--- src/rtl/ring_fifo_pkg.sv ---
// Shared types and elaboration helpers for the coder-datapath ring FIFO.
// Pointer/count widths are derived here so the interface and RTL agree.
package coder_fifo_pkg;

  typedef enum logic {FIFO_REGISTERED = 1'b0, FIFO_SHOWAHEAD = 1'b1} fifo_mode_e;

  function automatic int count_width(input int depth);
    return $clog2(depth + 1);
  endfunction

  function automatic int ptr_width(input int depth);
    return (depth <= 2) ? 1 : $clog2(depth);
  endfunction

  function automatic bit fifo_cfg_ok(input int depth, input int af_level, input int ae_level);
    return (depth >= 2) && (af_level >= 1) && (af_level <= depth) &&
           (ae_level >= 0) && (ae_level <= depth - 1);
  endfunction

endpackage

--- src/rtl/ring_fifo_if.sv ---
// Producer/consumer handshake bundle for ring_fifo; master is the user side,
// slave is the FIFO itself.
interface ring_fifo_if
  import coder_fifo_pkg::*;
#(
  parameter int WIDTH = 10,
  parameter int DEPTH = 5
);
  localparam int CW = count_width(DEPTH);

  logic             wr_en;
  logic [WIDTH-1:0] wr_data;
  logic             full;
  logic             almost_full;
  logic             rd_en;
  logic [WIDTH-1:0] rd_data;
  logic             rd_valid;
  logic             empty;
  logic             almost_empty;
  logic [CW-1:0]    count;
  logic             overflow;
  logic             underflow;

  modport master (
    output wr_en, wr_data, rd_en,
    input  full, almost_full, rd_data, rd_valid, empty, almost_empty,
           count, overflow, underflow
  );

  modport slave (
    input  wr_en, wr_data, rd_en,
    output full, almost_full, rd_data, rd_valid, empty, almost_empty,
           count, overflow, underflow
  );
endinterface

--- src/rtl/ring_fifo_ptr_wrap.sv ---
// Modulo-DEPTH pointer: counts 0..DEPTH-1 and wraps, so non-power-of-2
// depths use every slot.
module fifo_ptr_wrap
  import coder_fifo_pkg::*;
#(
  parameter  int DEPTH = 5,
  localparam int PW    = ptr_width(DEPTH)
) (
  input  logic          clk,
  input  logic          rst_n,
  input  logic          rst,
  input  logic          inc,
  output logic [PW-1:0] ptr
);
  logic [PW-1:0] ptr_q, ptr_d;

  always_comb begin
    ptr_d = ptr_q;
    if (rst) begin
      ptr_d = '0;
    end else if (inc) begin
      ptr_d = (ptr_q == PW'(DEPTH - 1)) ? '0 : ptr_q + PW'(1);
    end
  end

  always_ff @(posedge clk or negedge rst_n) begin
    if (!rst_n) ptr_q <= '0;
    else        ptr_q <= ptr_d;
  end

  assign ptr = ptr_q;
endmodule

--- src/rtl/ring_fifo.sv ---
// Circular-buffer FIFO with occupancy counter, thresholds, sticky error flags
// and a selectable show-ahead or registered read port.
module ring_fifo
  import coder_fifo_pkg::*;
#(
  parameter int WIDTH    = 10,
  parameter int DEPTH    = 5,
  parameter int FWFT     = 1,
  parameter int AF_LEVEL = DEPTH - 1,
  parameter int AE_LEVEL = 1
) (
  input  logic        clk,
  input  logic        rst_n,
  input  logic        rst,
  ring_fifo_if.slave  bus
);
  localparam int         CW   = count_width(DEPTH);
  localparam int         PW   = ptr_width(DEPTH);
  localparam fifo_mode_e MODE = (FWFT != 0) ? FIFO_SHOWAHEAD : FIFO_REGISTERED;

  if (!fifo_cfg_ok(DEPTH, AF_LEVEL, AE_LEVEL)) begin : g_bad_cfg
    $error("ring_fifo: illegal DEPTH/AF_LEVEL/AE_LEVEL configuration");
  end

  logic [WIDTH-1:0] mem_q [DEPTH];
  logic [PW-1:0]    wr_ptr, rd_ptr;
  logic [CW-1:0]    count_q, count_d;
  logic             ovf_q, ovf_d, udf_q, udf_d;
  logic             empty, full, rd_acc, wr_acc;

  assign empty  = (count_q == '0);
  assign full   = (count_q == CW'(DEPTH));
  assign rd_acc = bus.rd_en & ~empty;
  // A write while full only fits because the same-cycle read frees a slot.
  assign wr_acc = bus.wr_en & (~full | rd_acc);

  fifo_ptr_wrap #(.DEPTH(DEPTH)) u_wr_ptr (
    .clk(clk), .rst_n(rst_n), .rst(rst), .inc(wr_acc), .ptr(wr_ptr)
  );
  fifo_ptr_wrap #(.DEPTH(DEPTH)) u_rd_ptr (
    .clk(clk), .rst_n(rst_n), .rst(rst), .inc(rd_acc), .ptr(rd_ptr)
  );

  always_ff @(posedge clk) begin
    if (wr_acc && !rst) mem_q[wr_ptr] <= bus.wr_data;
  end

  always_comb begin
    count_d = count_q;
    ovf_d   = ovf_q;
    udf_d   = udf_q;
    if (rst) begin
      count_d = '0;
      ovf_d   = 1'b0;
      udf_d   = 1'b0;
    end else begin
      if (wr_acc && !rd_acc)      count_d = count_q + CW'(1);
      else if (rd_acc && !wr_acc) count_d = count_q - CW'(1);
      if (bus.wr_en && !wr_acc)   ovf_d = 1'b1;
      if (bus.rd_en && empty)     udf_d = 1'b1;
    end
  end

  always_ff @(posedge clk or negedge rst_n) begin
    if (!rst_n) begin
      count_q <= '0;
      ovf_q   <= 1'b0;
      udf_q   <= 1'b0;
    end else begin
      count_q <= count_d;
      ovf_q   <= ovf_d;
      udf_q   <= udf_d;
    end
  end

  assign bus.count        = count_q;
  assign bus.empty        = empty;
  assign bus.full         = full;
  assign bus.almost_full  = (count_q >= CW'(AF_LEVEL));
  assign bus.almost_empty = (count_q <= CW'(AE_LEVEL));
  assign bus.overflow     = ovf_q;
  assign bus.underflow    = udf_q;

  if (MODE == FIFO_SHOWAHEAD) begin : g_showahead
    assign bus.rd_data  = mem_q[rd_ptr];
    assign bus.rd_valid = ~empty;
  end else begin : g_registered
    logic [WIDTH-1:0] rdata_q, rdata_d;
    logic             rvalid_q, rvalid_d;

    always_comb begin
      rdata_d  = rdata_q;
      rvalid_d = 1'b0;
      if (rst) begin
        rdata_d = '0;
      end else if (rd_acc) begin
        rdata_d  = mem_q[rd_ptr];
        rvalid_d = 1'b1;
      end
    end

    always_ff @(posedge clk or negedge rst_n) begin
      if (!rst_n) begin
        rdata_q  <= '0;
        rvalid_q <= 1'b0;
      end else begin
        rdata_q  <= rdata_d;
        rvalid_q <= rvalid_d;
      end
    end

    assign bus.rd_data  = rdata_q;
    assign bus.rd_valid = rvalid_q;
  end
endmodule

--- src/flat_wrapper.sv ---
// flat-port wrapper written by rule: the top's interface ports become plain ports
module ring_fifo_flat import coder_fifo_pkg::*;
#(
  parameter int WIDTH    = 10,
  parameter int DEPTH    = 5,
  parameter int FWFT     = 1,
  parameter int AF_LEVEL = DEPTH - 1,
  parameter int AE_LEVEL = 1
)
  (clk, rst_n, rst, bus_wr_en, bus_wr_data, bus_rd_en, bus_full, bus_almost_full, bus_rd_data, bus_rd_valid, bus_empty, bus_almost_empty, bus_count, bus_overflow, bus_underflow);
  ring_fifo_if #(.WIDTH(WIDTH), .DEPTH(DEPTH)) bus_i ();
  input  logic clk;
  input  logic rst_n;
  input  logic rst;
  input wire logic [$bits(bus_i.wr_en)-1:0] bus_wr_en;
  input wire logic [$bits(bus_i.wr_data)-1:0] bus_wr_data;
  input wire logic [$bits(bus_i.rd_en)-1:0] bus_rd_en;
  output wire logic [$bits(bus_i.full)-1:0] bus_full;
  output wire logic [$bits(bus_i.almost_full)-1:0] bus_almost_full;
  output wire logic [$bits(bus_i.rd_data)-1:0] bus_rd_data;
  output wire logic [$bits(bus_i.rd_valid)-1:0] bus_rd_valid;
  output wire logic [$bits(bus_i.empty)-1:0] bus_empty;
  output wire logic [$bits(bus_i.almost_empty)-1:0] bus_almost_empty;
  output wire logic [$bits(bus_i.count)-1:0] bus_count;
  output wire logic [$bits(bus_i.overflow)-1:0] bus_overflow;
  output wire logic [$bits(bus_i.underflow)-1:0] bus_underflow;
  assign bus_i.wr_en = bus_wr_en;
  assign bus_i.wr_data = bus_wr_data;
  assign bus_i.rd_en = bus_rd_en;
  assign bus_full = bus_i.full;
  assign bus_almost_full = bus_i.almost_full;
  assign bus_rd_data = bus_i.rd_data;
  assign bus_rd_valid = bus_i.rd_valid;
  assign bus_empty = bus_i.empty;
  assign bus_almost_empty = bus_i.almost_empty;
  assign bus_count = bus_i.count;
  assign bus_overflow = bus_i.overflow;
  assign bus_underflow = bus_i.underflow;
  ring_fifo #(.WIDTH(WIDTH), .DEPTH(DEPTH), .FWFT(FWFT), .AF_LEVEL(AF_LEVEL), .AE_LEVEL(AE_LEVEL)) u_core (.clk(clk), .rst_n(rst_n), .rst(rst), .bus(bus_i));
endmodule
--- config.mk ---
export PLATFORM = sky130hd
export DESIGN_NAME = ring_fifo_flat
export DESIGN_NICKNAME = d
export VERILOG_FILES = /design/src/rtl/ring_fifo_pkg.sv /design/src/rtl/ring_fifo_if.sv /design/src/rtl/ring_fifo_ptr_wrap.sv /design/src/rtl/ring_fifo.sv /design/src/flat_wrapper.sv
export SDC_FILE = /design/constraint.sdc
export NUM_CORES = 1
export LEC_CHECK = 0
export BUFFER_PORTS_ARGS = -buffer_cell sky130_fd_sc_hd__buf_2
export CAP_MARGIN = 20
export CORE_MARGIN = 8
export CORE_UTILIZATION = 35
export CTS_CLUSTER_SIZE = 40
export DETAILED_ROUTE_END_ITERATION = 6
export GPL_TIMING_DRIVEN = 0
export PLACE_DENSITY = 0.52
export SLEW_MARGIN = 25
export SYNTH_ARGS = -nofsm -noshare
export SYNTH_HDL_FRONTEND = slang
export SYNTH_SLANG_ARGS = --single-unit
--- constraint.sdc ---
create_clock -name clk -period 3.3 [get_ports clk]
set_clock_uncertainty 0.1 [all_clocks]
set_input_delay 0.99 -clock clk [delete_from_list [all_inputs] [get_ports clk]]
set_output_delay 0.99 -clock clk [all_outputs]
set_load 0.05 [all_outputs]
==> results summary, run 1 <==
Averaged over all synthesized cells, the footprint is 16.46 um2. The longest clock path from root to sink contains 2 buffers. The total track usage came out at 11.51%. After floorplanning, the core was divided into 31 placement rows. The peak clock frequency supported by timing is 320.4 MHz. Routed signal wires occupy layers up through met4. The flow ran to the end, and the final reports show no timing, DRC or antenna violations. The horizontal die dimension came out at 102.7 um. The total length of routed met3 wires is 270 um. In the finished design, the share of the clock period the worst path needs comes to 94.58%.

The number of warning messages in the yosys log came out at 0. The area growth from synthesis to layout came out at 21.00%. For the worst-skew pair, the clock arrives at the later sink with an insertion delay of 0.34 ns. The number of setup violations in the final report is 0. The final number of hold-violating endpoints is 0. In this run the critical register-to-register path is launched from u_core.bus.count[1].

Buffers inserted to repair hold after CTS numbered 0. The area of the multi-input gates is 810.8 um2. Setup repair after global routing left no endpoint under its margin.

The routability congestion estimate came out at 0.8240. The library cell with the largest summed area after synthesis is sky130_fd_sc_hd__edfxtp_1. The pin slew with the least headroom to its limit came out at 0.6261 ns.

In this run the critical register-to-register path is captured at u_core.mem_q[0][5]. The area inside the core boundary came out at 0.007253 mm2. 0 antenna diodes ended up in the layout. The endpoint required time on the critical path came out at 2.21 ns.

The total number of vias came out at 1,548. The number of max-capacitance violations reported is 0. Clock tree synthesis selected as its root buffer the cell sky130_fd_sc_hd__clkbuf_8. The worst slew margin relative to its limit came out at 58.26%. In this run the worst setup path begins at u_core.u_rd_ptr.ptr[0]. The met2 wire length is 2633 um. The static leakage is 1.200 nW. During placement, the flow inserted port buffers numbering 33. The number of global-route vias before repair came to 1,707. The number of sinks handled by clock tree synthesis is 61.

The post-synthesis register bit count came out at 61. The clock-pin slew on the worst setup and hold paths came out at 0.06 ns. For this run, the detailed router's first-pass iteration total came to 4.

For this run, asynchronously set or reset flops after synthesis account for 18.03%. The cell area after layout is 0.003187 mm2. The worst hold path belongs to the class reg -> reg. The number of enable-type register cells in the synthesized netlist came out at 50. Entering global routing, the biggest net connects 12 pins. Setup total negative slack on the finished layout was measured at 0 ns. In the synthesized netlist, the cells that appear most often are 50 x sky130_fd_sc_hd__edfxtp_1, 11 x sky130_fd_sc_hd__dfrtp_1, 11 x sky130_fd_sc_hd__inv_1, 10 x sky130_fd_sc_hd__mux2_2. The fraction of post-synthesis cell area in the top cell type by area is 57.01%.

Dividing the detail-routed via count by the number of cells gives 4.930. Yosys instantiated no cell more often than sky130_fd_sc_hd__edfxtp_1. The most used flip-flop cell after synthesis is sky130_fd_sc_hd__edfxtp_1.

The worst reg2reg path depth is 7. The die footprint came out at 0.01056 mm2. The launching element type of the critical path is a flop. The die height is 102.7 um. The number of cells produced by synthesis is 160. The starting DRC count in detailed routing is 71. The area of the mapped netlist came out at 0.002634 mm2. Dividing total power by cell area gives a power density of 710.2 mW/mm2. The final-layout fill cell count is 684. The final wirelength came out at 5455 um. Of the synthesized area, sequential elements account for 67.46%. The arrival time of data at the critical path endpoint is 2.03 ns. In the routed design, unresolved DRC markers number 0. The final antenna-violating net count came out at 0. The share of cells above drive strength 1 came out at 39.07%. The total cell area at the placement stage came out at 0.003003 mm2.

Across all hold checks on the routed design, the worst slack comes to 0.3993 ns. After synthesis, the cell types taking the most area are sky130_fd_sc_hd__edfxtp_1 57%, sky130_fd_sc_hd__dfrtp_1 10%, sky130_fd_sc_hd__mux4_2 6.0%. The final layout contains 233 nets.

The initial utilization of the core area, before any placement, comes to 36.31%. The number of ports placed on the die boundary is 35. The worst vdd rail ir drop came out at 0.5130 mV. The setup path with the least slack is of type reg -> out.

The HPWL after detailed placement came out at 3891 um. Dividing the detail-routed wire length by the instance count gives 17.37 um. The number of levels in the clock H-tree is 3. In this run the worst path has a maximum fanout of 10. The sequential cell area in the final layout came out at 0.001777 mm2. The nature of the critical path endpoint is an output port. The met1 wire length is 2374 um. The total count of max-transition violations in the final report is 0. The number of distinct library cells after synthesis is 36. The net count of the mapped netlist is 183. The number of antenna violations at the first check in global routing is 0. The first-pass GRT wire length came out at 8756 um. The overall overflow remaining after global route is 0. The end of the critical path is bus_rd_data[2]. The worst reg-to-reg setup slack came out at 0.87 ns. The TritonCTS clock tree is yes.

The CTS buffer count came out at 9. The final critical path time including I/O delays and setup is 3.121 ns.
-- cells by family after synthesis --
family,synth area share [%]
DFF,67.46
and+or+nand+nor,6.034
AOI/OAI and AO/OA,5.986
muxes,13.63
buffers and inverters,2.755
adders and majority gates,3.801
xor gates and xnor gates,0.3326
-- final cells by class --
class                           instances  area share [%]
Sequential cell                        61           55.75
Multi-Input combinational cell         82           25.44
Timing Repair Buffer                   39           6.871
Clock buffer                           11           4.122
Tap cell                               99           3.887
Clock inverter                          5           1.610
Inverter                               11           1.296
Buffer                                  6           1.021
-- state kept, by name (all words and copies together) (netlist names) --
register / count
u_core.bus.count: 3
u_core.bus.overflow: 1
u_core.u_rd_ptr.ptr: 3
u_core.bus.underflow: 1
u_core.mem_q: 50
u_core.u_wr_ptr.ptr: 3
-- worst min-delay path by stage --
stage                                   endpoint              startpoint  depth (start not counted)
after floorplan           u_core.u_wr_ptr.ptr[2]  u_core.u_wr_ptr.ptr[2]                          2
after global placement       u_core.bus.overflow     u_core.bus.overflow                          2
after detailed placement     u_core.bus.overflow     u_core.bus.overflow                          2
after CTS                   u_core.bus.underflow                   rst_n                          1
after global routing        u_core.bus.underflow                   rst_n                          1
final                       u_core.bus.underflow    u_core.bus.underflow                          2
-- per-stage QoR --
| step | power [mW] | worst slack [ns] | std cells | utilization, % |
|---|---|---|---|---|
| CTS | 2.290 | 0.008611 | 314 | 43.92 |
| global route | 2.378 | 0.09704 | 314 | 43.94 |
| detailed placement | 1.667 | 0.3764 | 298 | 41.40 |
| floorplan | 1.492 | 0.4003 | 160 | - |
| finish | 2.263 | 0.1787 | 314 | 43.94 |
| global placement | 1.639 | -0.7549 | 292 | 40.30 |
-- cells in the final DEF, fill, tap and decap left out, drive strengths merged --
cell type | netlist | routed
or3 | 1 | 1
a31oi | 1 | 1
xnor2 | 1 | 1
nand2 | 6 | 6
o2111ai | 1 | 1
o21ai | 6 | 6
or3b | 1 | 1
a21o | 1 | 1
a211o | 3 | 3
nand4 | 1 | 1
mux2 | 10 | 10
and3 | 1 | 1
nand4b | 1 | 1
clkbuf | 3 | 14
nor4 | 1 | 1
ha | 8 | 8
mux2i | 1 | 1
nand3 | 5 | 5
clkinvlp | 0 | 1
a21boi | 1 | 1
nor3 | 4 | 4
inv | 11 | 11
mux4 | 10 | 10
a21oi | 8 | 8
edfxtp | 50 | 50
nand2b | 1 | 1
nor2 | 7 | 7
buf | 3 | 42
clkinv | 0 | 3
bufinv | 0 | 1
or2b | 1 | 1
o211ai | 1 | 1
dfrtp | 11 | 11
-- report_power, final --
group / internal (mW) / switching [mW] / total, mW
logic: 0.229 / 0.496 / 0.725
clock network: 0.344 / 0.276 / 0.620
registers: 0.876 / 0.0436 / 0.919
total: 1.45 / 0.815 / 2.26
-- metal layers --
metal / track usage, % / vias up
li1: - / 717
met1: 12.82 / 776
met2: 18.68 / 40
met3: 3.511 / 15
met4: 7.786 / 0
met5: 0 / -
-- worst max-delay path, cell delays in order, from the launching register on --
cell and delay [ns]:
sky130_fd_sc_hd__dfrtp_1 0.47, sky130_fd_sc_hd__buf_6 0.23, sky130_fd_sc_hd__mux4_2 0.52, sky130_fd_sc_hd__mux2_2 0.26, sky130_fd_sc_hd__buf_2 0.21
-- what timing repair did --
action	4_1_cts	5_1_grt
endpoints found under the setup margin	0	8
endpoints found under the hold margin	0	0
resized for setup	0	2
setup buffers	0	0
Power figures use the tool's default switching activity.
==> run 2: changes to the inputs <==
Settings changed: SYNTH_HIERARCHICAL set to 1.
==> run 2 against run 1 <==
Net effect: sequential share of layout area fell by 0.22 points; clock-buffer cell count fell by 2; fmax rose by 2.6%; critical endpoint is now bus_rd_data[5]; first-iteration DRC count fell by 34%.
==> results summary, run 2 <==
The share of cells above drive strength 1 is 40.65% (+1.6 points). The net count of the mapped netlist came out at 185 (+1.1%). The die height is 103.1 um (+0.32%). The maximum number of pins on one net before global-route repair was 13 (+1). Ranked by total cell area, the synthesized netlist is headed by sky130_fd_sc_hd__edfxtp_1 57%, sky130_fd_sc_hd__dfrtp_1 10%, sky130_fd_sc_hd__mux4_2 8.5%.

The final wirelength is 5296 um (-2.9%). After synthesis, the most frequently instantiated cells are 50 x sky130_fd_sc_hd__edfxtp_1, 11 x sky130_fd_sc_hd__dfrtp_1, 10 x sky130_fd_sc_hd__mux2_2, 10 x sky130_fd_sc_hd__mux4_2. The overall overflow remaining after global route is 0 (unchanged). The static leakage is 1.215 nW (+1.3%). The number of global-route vias before repair came out at 1,636 (-4.2%). The area inside the core boundary is 0.007292 mm2 (+0.53%). The number of sinks handled by clock tree synthesis is 61 (unchanged). The library cell used most frequently in the layout, excluding fill and tap cells, is sky130_fd_sc_hd__edfxtp_1. The number of buffers on the longest clock path came to 2 (unchanged). The worst slew margin relative to its limit is 52.11% (-6.1 points). The post-route setup TNS came out at 0 ns (unchanged). The power density over cell area came out at 774.3 mW/mm2 (+9.0%). The type of the worst setup path is reg -> out.

The mean area per synthesized cell is 16.38 um2 (-0.48%). The final antenna-violating net count is 0 (unchanged). The placement row count came out at 31 (unchanged). The total of buffers placed on input and output ports came to 33 (unchanged). The routability congestion estimate came out at 0.8127 (-1.4%). The CTS buffer count is 9 (unchanged). The starting density of the core is 36.39% (+0.081 points). The HPWL after detailed placement came out at 3740 um (-3.9%). The final critical path time including I/O delays and setup is 3.043 ns (-0.07779 ns). The most used flip-flop cell after synthesis is sky130_fd_sc_hd__edfxtp_1. The flow ran to the end, and the final reports show no timing, DRC or antenna violations. The final cell count without fillers came to 313 (-0.32%). The total track usage is 11.03% (-0.48 points). TritonCTS built the clock tree.

The area growth from synthesis to layout came out at 20.56%. The number of distinct library cells after synthesis is 34 (-5.6%). The number of enable-type register cells in the synthesized netlist came out at 50 (unchanged). The number of levels in the clock H-tree is 3 (unchanged). The number of cells produced by synthesis is 162 (+1.3%). The launching element type of the critical path is a flop. The endpoint required time on the critical path came out at 2.21 ns (about the same).

The number of max-capacitance violations reported came out at 0 (unchanged). In the post-synthesis netlist, the cell with the most instances is sky130_fd_sc_hd__edfxtp_1. The starting DRC count in detailed routing is 47 (-34%). The pin slew with the least headroom to its limit came out at 0.7183 ns (+0.09223 ns). The flip-flop count of the largest register after layout is 50 (unchanged). The count of antenna diodes in the layout is 0 (unchanged).

The worst vdd rail ir drop came out at 0.4788 mV (-6.7%). The total number of nets in the final design is 232 (-0.43%). The post-synthesis register bit count came to 61 (unchanged). The share of synthesized registers carrying an async set or reset is 18.03% (unchanged).

The number of ports placed on the die boundary was 35 (unchanged). The total count of max-transition violations in the final report came out at 0 (unchanged). The hold buffer count at CTS came out at 0 (unchanged). The area of the mapped netlist came out at 0.002654 mm2 (+0.76%). The worst setup path is captured at an output port. The count of TritonRoute iterations in the first routing pass is 7 (+3). The number of antenna violations at the first check in global routing came out at 0 (unchanged). The share of the yosys chip area belonging to registers is 66.95% (-0.51 points).

The total power came out at 2.477 mW (+9.4%). The top fanout value on the critical path came out at 10 (unchanged). The first-pass GRT wire length is 8500 um (-2.9%). The number of design rule violations left after detail routing came to 0 (unchanged).

The number of setup violations in the final report is 0 (unchanged). The worst-case setup slack after placement is 0.1418 ns (-0.2346 ns). The total setup buffers inserted after CTS came out at 0 (unchanged).

The peak clock frequency supported by timing is 328.6 MHz (+2.6%). The via density per instance is 4.821 (-2.2%). The register with the most flip-flops in the final layout is u_core/mem_q.

The library cell with the largest summed area after synthesis is sky130_fd_sc_hd__edfxtp_1. The number of warning messages in the yosys log came out at 6 (+6). The horizontal die dimension is 103.1 um (+0.32%). The post-CTS resize count came out at 0 (unchanged). In the layout the commonest cells are 50 x sky130_fd_sc_hd__edfxtp_1, 34 x sky130_fd_sc_hd__buf_2, 11 x sky130_fd_sc_hd__dfrtp_1, 10 x sky130_fd_sc_hd__mux4_2, 10 x sky130_fd_sc_hd__mux2_2. The clock-pin slew on the worst setup and hold paths is 0.07 ns (about the same). The smallest setup slack after layout came out at 0.2565 ns (+0.07779 ns).

The total number of vias came to 1,509 (-2.5%). In this run the clock root is driven by a sky130_fd_sc_hd__clkbuf_8. The die footprint came out at 0.01062 mm2 (+0.64%).

The final number of hold-violating endpoints is 0 (unchanged). The insertion delay to the later sink of the worst-skew pair came out at 0.33 ns (about the same). The arrival time of data at the critical path endpoint came out at 1.95 ns (-0.08 ns). Setup repair after global routing left no endpoint under its margin. The average wire per standard cell is 16.92 um (-2.6%). The number of instances in the placed design is 297 (-0.34%). The ratio of final minimum period to clock period is 92.23% (-2.4 points). The fraction of post-synthesis cell area in the top cell type by area came to 56.58% (-0.43 points). The worst min-delay path class is reg -> reg.
run 2: cell count changes after synthesis, moves of 3 or more:
cell	previous run	this run
sky130_fd_sc_hd__o21ai_0	4	1
sky130_fd_sc_hd__mux4_2	7	10
sky130_fd_sc_hd__nand3_1	4	7
sky130_fd_sc_hd__mux4_1	3	0
sky130_fd_sc_hd__mux2i_1	1	4
run 2: through the flow:
step | hold slack (ns) | utilization [%] | area [um2]
after floorplan | 0.4336 | - | 2654
after global placement | 0.3748 | 40.36 | 2943
after detailed placement | 0.3849 | 40.87 | 2980
after CTS | 0.4021 | 43.81 | 3194
after global routing | 0.4237 | 43.87 | 3199
final | 0.3947 | 43.87 | 3199
run 2: metal layers:
| layer | global-route usage [%] | vias to the layer above | part of all wire (%) |
|---|---|---|---|
| met5 | 0 | - | 0 |
| met4 | 3.671 | 0 | 0.98 |
| met3 | 4.389 | 5 | 6.0 |
| met2 | 18.11 | 38 | 51 |
| met1 | 12.85 | 756 | 42 |
| li1 | - | 710 | - |
run 2: worst paths after layout:
| check | startpoint | endpoint | slack [ns] | cells past startpoint |
|---|---|---|---|---|
| max | u_core/u_rd_ptr/ptr[0] | bus_rd_data[5] | 0.26 | 4 |
| min | u_core/bus.underflow | u_core/bus.underflow | 0.39 | 2 |
| max reg2reg | u_core/bus.count[1] | u_core/mem_q[4][4] | 0.77 | 7 |
| min reg2reg | u_core/bus.underflow | u_core/bus.underflow | 0.39 | 2 |
| max in group asynchronous | rst_n | u_core/bus.count[1] | 2.46 | 1 |
| min in group asynchronous | rst_n | u_core/bus.overflow | 0.42 | 1 |
run 2: power breakdown:
part	internal (mW)	switching, mW	leakage [nW]	total [mW]
clock	0.421	0.284	0.107	0.704
sequential	0.877	0.0371	0.601	0.914
combinational	0.264	0.595	0.507	0.859
total	1.56	0.915	1.21	2.48
run 2: kinds of logic after synthesis:
family,share of synthesized area [%]
DFF,66.95
and+or+nand+nor,6.790
muxes,14.24
AOI/OAI and AO/OA,5.187
buffers and inverters,2.734
adders and majority gates,3.772
xor gates and xnor gates,0.3301
run 2: worst max-delay path, stage by stage (launching register included):
cell                      delay, ns
sky130_fd_sc_hd__dfrtp_1       0.41
sky130_fd_sc_hd__buf_6         0.21
sky130_fd_sc_hd__mux4_2        0.52
sky130_fd_sc_hd__mux2_2        0.27
sky130_fd_sc_hd__buf_2         0.21
run 2: layout make-up:
cell class,instances,area [um2]
well taps,99,123.9
fillers,687,4093
inverters,11,43.79
repair buffers,36,187.7
clock buffers,9,123.9
plain buffers,5,28.78
multi-input cells,85,824.5
flip-flops and latches,61,1777
clock inverters,7,90.09
==> run 3: changes to the inputs <==
Settings changed: CORE_UTILIZATION 35 to 45, PLACE_DENSITY 0.52 to 0.64, RECOVER_POWER set to 50.
==> run 3 against run 2 <==
Net effect: power down 5.1%; non-clock buffer count unchanged; combinational power fell by 3.1%; utilization up 9.4 points; worst setup slack barely moved; hold slack improved by 0.0054 ns; first-iteration DRC count is 19% lower; routed wire length down 4.4%; sequential cell count stayed put.
==> results summary, run 3 (synthesis results as in run 2) <==
The average wire per standard cell came out at 17.58 um (+3.9%). Setup repair after global routing left no endpoint under its margin. In this run the critical register-to-register path is captured at u_core/mem_q[2][0]. The number of global-route vias before repair came out at 1,692 (+3.4%). The cell at the root of the clock tree is sky130_fd_sc_hd__clkbuf_8. The worst slew margin relative to its limit is 33.80% (-18 points). The share of cells above drive strength 1 came to 33.33% (-7.3 points). The endpoint required time on the critical path came out at 2.21 ns (about the same).

The number of setup violations in the final report came out at 0 (unchanged). The peak clock frequency supported by timing came out at 328.6 MHz (about the same). The share of total power in combinational logic came out at 35.4% (+0.7 points). The part of the total power dissipated in sequential elements came out at 38.9% (+2.0 points). The final critical path time including I/O delays and setup came out at 3.043 ns (-0.0001420 ns). The routability congestion estimate was 0.7778 (-4.3%). The clock-pin slew on the worst setup and hold paths is 0.06 ns (about the same). The total length of routed met3 wires came out at 193 um (-39%). The horizontal die dimension came out at 92.80 um (-10%). The first-pass GRT wire length is 8224 um (-3.2%). The final cell count without fillers was 288 (-8.0%). The worst-case setup slack after placement came out at 0.2217 ns (+0.07993 ns). The pin slew with the least headroom to its limit came to 0.9893 ns (+0.2710 ns). The static leakage was 1.161 nW (-4.4%). The ratio of final minimum period to clock period came out at 92.22% (about the same). The clock network power share came out at 25.7% (-2.7 points).

The number of ports placed on the die boundary is 35 (unchanged). The run finished with clean final reports. The number of levels in the clock H-tree was 3 (unchanged). The die height is 92.80 um (-10%). Signal routing reaches up to met4.

The startpoint identified for the worst register-to-register timing path is u_core/bus.count[1]. The final wirelength is 5062 um (-4.4%). Relative to the synthesized area, the layout overhead comes to 16.83%. The count of TritonRoute iterations in the first routing pass came out at 4 (-3). On the critical path, the stage with the largest delay is an instance of sky130_fd_sc_hd__mux4_2. The worst vdd rail ir drop is 0.5648 mV (+18%). The core utilization of the finished layout was 53.31% (+9.4 points). The total track usage is 12.93% (+1.9 points).

The maximum number of pins on one net before global-route repair came out at 13 (unchanged). The critical path's largest stage delay is 0.52 ns (about the same). Walking the worst path, the cells encountered are buf_6 > mux4_2 > mux2_2 > buf_2.

The worst reg2reg path depth is 6 (-1). The launching element type of the critical path is a flop. The HPWL after detailed placement came out at 3519 um (-5.9%).

The insertion delay to the later sink of the worst-skew pair came out at 0.33 ns (about the same). In the layout the commonest cells are 50 x sky130_fd_sc_hd__edfxtp_1, 23 x sky130_fd_sc_hd__buf_2, 13 x sky130_fd_sc_hd__clkbuf_1, 11 x sky130_fd_sc_hd__dfrtp_1. The total number of nets in the final design is 232 (unchanged). The number of instances in the placed design came out at 273 (-8.1%). The min-delay analysis places its worst path in the category reg -> reg. The total setup buffers inserted after CTS is 0 (unchanged).

The die footprint came to 0.008611 mm2 (-19%). The final number of hold-violating endpoints is 0 (unchanged). The area inside the core boundary is 0.005816 mm2 (-20%). The number of buffers on the longest clock path was 2 (unchanged). The number of sinks handled by clock tree synthesis came out at 61 (unchanged). The cell internal power dissipation was 1.469 mW (-6.0%). The cell depth of the worst hold path is 2 (unchanged). The power density over cell area came out at 758.6 mW/mm2 (-2.0%). The CTS buffer count came out at 9 (unchanged).

The number of design rule violations left after detail routing is 0 (unchanged). The overall overflow remaining after global route came out at 0 (unchanged). The total of buffers placed on input and output ports came to 33 (unchanged).

The post-CTS resize count is 0 (unchanged). Counting flops per register, the top entry is u_core/mem_q. The flip-flop count of the largest register after layout is 50 (unchanged).

The total power is 2.352 mW (-5.1%). The number of max-capacitance violations reported came to 0 (unchanged). TritonCTS built the clock tree. The final antenna-violating net count is 0 (unchanged). The count of antenna diodes in the layout came out at 0 (unchanged). The hold buffer count at CTS came out at 0 (unchanged). The net switching power of the design came out at 0.8833 mW (-3.5%).

The path with the worst hold slack has its endpoint at u_core/bus.underflow. The total number of vias is 1,527 (+1.2%). The most common cell after layout, fill and taps aside is sky130_fd_sc_hd__edfxtp_1.

The starting density of the core is 45.63% (+9.2 points). The met1 wire length is 2065 um (-7.3%). The top fanout value on the critical path is 10 (unchanged). The via density per instance came out at 5.302 (+10%).

The tightest hold margin was 0.4000 ns (+0.005363 ns). The worst setup path is of the reg -> out kind. The met2 wire length is 2686 um (-0.44%).

The worst hold path begins at u_core/bus.underflow. The smallest setup slack after layout came out at 0.2567 ns (+0.0001420 ns). The number of antenna violations at the first check in global routing came out at 0 (unchanged). The total count of max-transition violations in the final report is 0 (unchanged). The worst setup path is captured at an output port. The placement row count is 28 (-9.7%).

The worst reg-to-reg setup slack is 0.69 ns (-0.08 ns). The switching power share of the total is 37.56% (+0.61 points). The arrival time of data at the critical path endpoint is 1.95 ns (about the same). The starting DRC count in detailed routing came out at 38 (-19%).
run 3: critical path: cells and delay by family, from the launching register on:
| kind | cells | cell delay, ns |
|---|---|---|
| muxes | 2 | 0.79 |
| buffers and inverters | 2 | 0.43 |
| DFF | 1 | 0.41 |
run 3: per-stage QoR:
step	cell area [um2]	TNS, ns
4_1_cts	3129	0
5_1_grt	3100	0
6_report	3100	0
3_3_place_gp	2913	-7.312
2_1_floorplan	2654	0
3_5_place_dp	2950	0
run 3: final cells by class:
| cell class | count | area, um2 |
|---|---|---|
| buffer | 5 | 28.78 |
| clock buffer | 9 | 123.9 |
| clock inverter | 6 | 55.05 |
| fill | 503 | 2715 |
| inverter | 11 | 42.54 |
| multi-input combinational | 85 | 805.8 |
| sequential | 61 | 1777 |
| tap | 75 | 93.84 |
| timing repair buffer | 36 | 173.9 |
run 3: routing by layer:
layer | GRT usage, % | up-vias
li1 | - | 711
met1 | 13.92 | 776
met2 | 22.25 | 30
met3 | 2.994 | 10
met4 | 8.591 | 0
met5 | 0 | -
run 3: worst max path at each step:
stage                         endpoint  slack (ns)              startpoint  cells after the start
floorplan           u_core/mem_q[4][0]        0.38               bus_rd_en                      4
global placement    u_core/mem_q[4][7]       -0.34               bus_rd_en                      4
detailed placement  u_core/mem_q[2][7]        0.22               bus_rd_en                      4
CTS                     bus_rd_data[1]        0.21  u_core/u_rd_ptr/ptr[0]                      4
global route            bus_rd_data[5]        0.18  u_core/u_rd_ptr/ptr[0]                      4
finish                  bus_rd_data[0]        0.26  u_core/u_rd_ptr/ptr[0]                      4
run 3: power groups by stage:
stage | combinational [mW] | clock [mW] | sequential (mW)
finish | 0.832 | 0.605 | 0.915
CTS | 0.862 | 0.623 | 0.915
global route | 0.892 | 0.652 | 0.921
floorplan | 0.613 | 0 | 0.989
detailed placement | 0.857 | 0 | 0.931
global placement | 0.834 | 0 | 0.927
